File: src/rtl/monitor_tx_arbiter.sv
// monitor_tx_arbiter: fixed-priority share of the UART FIFO write port with trace starvation relief, registered write and trace drop counting
module monitor_tx_arbiter #(
  parameter int N_REQ      = 4,
  parameter int DW         = 64,
  parameter int STARVE_MAX = 8,
  parameter int DROP_TRACE = 1
) (
  input  logic             clk_i,
  input  logic             rst_i,
  input  logic [N_REQ-1:0] req_valid_i,
  input  logic [N_REQ*DW-1:0] req_data_i,
  output logic [N_REQ-1:0] req_ready_o,
  input  logic             fifo_afull_i,
  output logic             fifo_wren_o,
  output logic [DW-1:0]    fifo_wdata_o,
  output logic [1:0]       grant_id_o,
  output logic [15:0]      drop_cnt_o,
  input  logic             drop_clr_i
);
  logic [N_REQ-1:0] grant;
  logic [1:0]       sel;
  logic             any;
  logic             drop;
  logic [7:0]       starve_q, starve_d;
  logic             forced_q, forced_d;
  logic             wren_q;
  logic [DW-1:0]    wdata_q;
  logic [1:0]       gid_q;
  logic [15:0]      drop_q, drop_d;
  always_comb begin
    sel = '0;
    any = 1'b0;
    for (int k = 0; k < N_REQ; k++)
      if (req_valid_i[k]) begin
        sel = k[1:0];
        any = 1'b1;
      end
    if (forced_q && req_valid_i[0]) sel = '0;
    grant = '0;
    if (!fifo_afull_i && any) grant[sel] = 1'b1;
  end
  assign req_ready_o = rst_i ? '0 : grant | N_REQ'(DROP_TRACE != 0);
  assign drop = (DROP_TRACE != 0) && req_valid_i[0] && !grant[0];
  // Counter only advances on eligible cycles; a full FIFO freezes it rather than clearing it.
  always_comb begin
    starve_d = starve_q;
    forced_d = forced_q;
    if (grant[0] || !req_valid_i[0]) starve_d = '0;
    else if (!fifo_afull_i) begin
      starve_d = starve_q + 8'd1;
      if (starve_d == 8'(STARVE_MAX)) begin
        forced_d = 1'b1;
        starve_d = '0;
      end
    end
    if (grant[0]) forced_d = 1'b0;
  end
  assign drop_d = drop_clr_i ? '0 : (drop && drop_q != 16'hFFFF) ? drop_q + 16'd1 : drop_q;
  always_ff @(posedge clk_i or posedge rst_i)
    if (rst_i) begin
      starve_q <= '0;
      forced_q <= 1'b0;
      wren_q   <= 1'b0;
      wdata_q  <= '0;
      gid_q    <= '0;
      drop_q   <= '0;
    end else begin
      starve_q <= starve_d;
      forced_q <= forced_d;
      wren_q   <= |grant;
      wdata_q  <= |grant ? req_data_i[int'(sel)*DW +: DW] : wdata_q;
      gid_q    <= |grant ? sel : gid_q;
      drop_q   <= drop_d;
    end
  assign fifo_wren_o  = wren_q;
  assign fifo_wdata_o = wdata_q;
  assign grant_id_o   = gid_q;
  assign drop_cnt_o   = drop_q;
endmodule

File: config.mk
export PLATFORM = sky130hd
export DESIGN_NAME = monitor_tx_arbiter
export DESIGN_NICKNAME = d
export VERILOG_FILES = /design/src/rtl/monitor_tx_arbiter.sv
export SDC_FILE = /design/constraint.sdc
export NUM_CORES = 1
export LEC_CHECK = 0
export ABC_AREA = 0
export BUFFER_PORTS_ARGS = -buffer_cell sky130_fd_sc_hd__buf_2
export CORE_AREA = 4 4 134 136
export DETAILED_ROUTE_END_ITERATION = 8
export DIE_AREA = 0 0 138 140
export MAX_ROUTING_LAYER = met4
export SLEW_MARGIN = 5
export SYNTH_ARGS = -nofsm -noshare
export SYNTH_HDL_FRONTEND = slang
export SYNTH_SLANG_ARGS = --single-unit
File: constraint.sdc
create_clock -name clk_i -period 13.9 [get_ports clk_i]
set_input_delay 3.475 -clock clk_i [delete_from_list [all_inputs] [get_ports clk_i]]
set_output_delay 3.475 -clock clk_i [all_outputs]
set_load 0.02 [all_outputs]
==> flow_summary.ini <==
[status]
run_status = completed

[setup_path]
r2r_cells = 5
cp_max_fo = 52
path_cells = buf_2, or3_1, nor2_1, nor2_4, and3_1, buf_2
cp-endpoint = req_ready_o[2]
worstPathRequired_ns = 10.43
startpoint = req_valid_i[3]
crit_family = simple AND/OR/NAND/NOR gates
timing.rr.end = fifo_wdata_o[30]
path_class = primary input to output port
r2r_setup_slack_ns = 11.71
critical-path-max-stage-delay_ns = 0.78
worst_ep_arrival_time_ns = 5.11
cp_num_cells = 6
slowest_stage = nor2_4
end_kind = output port
cpMostUsedCell = buf_2
startpoint_type = primary input
path_buf_inv = 2
r2r_start = forced_q

[cells_and_area]
seqCellArea_sq_um = 2300
fillers = 1773
layout_commonest_cell = buf_2
multiInputGateArea_sq_um = 2390
area_growth_pct = 45.9
post-route-util_pct = 42.3
num-nets-final = 1126
drive_above_1_share_pct = 44.7
mostFrequentLayoutCells = buf_2 (350), dfrtp_1 (92), nor2_1 (89), nand2_1 (81)

[drt]
wl_per_cell_microns = 17.0
drtAntennaViolNets = 0
drc_errors = 0
first_iter_violations = 572
totalWireLength_microns = 18600
vias = 5671
dr.pass1.iters = 9
viasPerCell = 5.20

[clock_tree]
cts_sinks = 92
htreeDepth = 3
hold_buffers = 0
clk_pin_slew_ns = 0.07
cts_buffers = 9
clockRootBuffer = clkbuf_16
cts_tree = done
insertion_delay_ns = 0.34
cts_buffer_depth = 2
cts_resized = 0
post-cts-setup-buffer-count = 0

[pwr]
p_leak_nw = 3.42
power.density_nw_per_um2 = 109
ir_drop_mv = 0.0550

[min_path]
hp-class = flop to flop

[synthesis]
syn_inst = 539
yosysSeqAreaShare_pct = 46.9
synthFlopType = dfrtp_1
netlist.top_cell.by_area = dfrtp_1
syn_area_sq_um = 4910
synth_warnings = 0
syn-num-nets = 805
synth_cell_types = 47
synth_area_per_cell_sq_um = 9.11
synth_edf_count = 0
ys_ff_latch = 92
synth_area_leaders = dfrtp_1 (47%), a222oi_1 (13%), a31oi_1 (8.2%), nor2_1 (6.9%), nand2_1 (6.3%)
synthArstFlopShare_pct = 100
yosysTopAreaCellShare_pct = 46.9

[grt]
antenna_found_initial = 1
grt_pass1_vias = 5482
grt_max_degree = 86
globalRouteTotalUtil_pct = 19.0
gr-total-overflow = 0
grt_pass1_wl_microns = 29100

[timing]
fin_crit_sh_pct = 61.7
fin_crit_ns = 8.58
tightest_slew_ns = 1.05
slew_violations = 0
skew_ns = 0.00798
finalSetupTns_ns = 0
fin_ws_ns = 5.32
setup_viol = 0
hold-worst-slack_ns = 0.538
slew_headroom_pct = 29.6
fmax_mhz = 117
hold_viol_final = 0
rsz0062_at_grt = false

[floorplan]
die_area_sq_um = 19300
io_pins = 351
die_h_microns = 140
rows = 48
fp.dieW_microns = 138
start_util_pct = 29.0
coreArea_sq_um = 16900

[placement]
portBuffers = 350
finalWeightedCongestion = 0.826
dp_slack_ns = 5.31
dp_hpwl_microns = 14100

[job]
max-cap-violations = 0
[tightest hold or removal path, delay by kind of cell (launching register included)]
family,cells,cell delay [ns]
AOI/OAI and AO/OA,1,0.10
DFF,1,0.34
and+or+nand+nor,1,0.05
[metrics by stage]
step	area (sq um)	instances	total power, mW
2_1_floorplan	4910	539	0.411
3_3_place_gp	6810	1074	0.496
3_5_place_dp	6810	1074	0.498
4_1_cts	7160	1090	0.791
5_1_grt	7160	1091	0.822
6_report	7160	1091	0.778
[flip-flops by register name, indices dropped and copies added (netlist names)]
| name | cells |
|---|---|
| grant_id_o | 2 |
| drop_cnt_o | 16 |
| fifo_wdata_o | 64 |
| fifo_wren_o | 1 |
| starve_q | 8 |
| forced_q | 1 |
[layout make-up]
cell class	instances	area share (%)
multi-input combinational	392	33.4
antenna	1	0.0350
clock inverter	7	1.70
tap	225	3.93
inverter	8	0.454
clock buffer	9	3.15
sequential	92	32.2
timing repair buffer	357	25.2
[Yosys cell counts (all sizes together) (2+ instances only)]
cell type  count
a21oi          2
a222oi        64
a31oi         64
and2           2
and3           7
buf           22
clkbuf        25
dfrtp         92
ha             2
inv            8
nand2         83
nand2b         2
nand3          5
nand4          4
nor2          90
nor3           5
nor3b          2
nor4           4
o2111ai        2
o211ai         6
o21ai          9
or2            2
or3b           2
or4            3
xnor2          7
xor2          12
[worst min-delay path by stage]
stage,start,to,cells past startpoint
finish,grant_id_o[1],grant_id_o[1],2
global route,fifo_wdata_o[0],fifo_wdata_o[0],2
CTS,grant_id_o[1],grant_id_o[1],2
detailed placement,grant_id_o[1],grant_id_o[1],2
global placement,grant_id_o[1],grant_id_o[1],2
floorplan,forced_q,forced_q,2
[cell families (layout without fill, tap and decap cells)]
| group | Yosys count | count (layout) | synth area share [%] |
|---|---|---|---|
| AOI/OAI and AO/OA | 154 | 154 | 25.0 |
| muxes | 1 | 1 | 0.204 |
| other | 0 | 1 | 0 |
| buffers and inverters | 55 | 381 | 4.77 |
| and+or+nand+nor | 216 | 216 | 19.2 |
| xor gates and xnor gates | 19 | 19 | 3.39 |
| DFF | 92 | 92 | 46.9 |
| adders and majority gates | 2 | 2 | 0.510 |
[per-layer routing]
| metal | wire length (microns) | vias up | global-route usage, % |
|---|---|---|---|
| met5 | 0 | - | - |
| met4 | 231 | 0 | 5.62 |
| met3 | 1410 | 13 | 3.45 |
| met2 | 9460 | 248 | 31.8 |
| met1 | 7500 | 2699 | 23.5 |
| li1 | - | 2711 | - |
[report_power, final]
part / switching, mW / internal, mW
Combinational: 0.108 / 0.0727
Clock: 0.110 / 0.177
Sequential: 0.0152 / 0.295
Total: 0.233 / 0.545
Note: power is estimated with default switching activity, not from simulation.
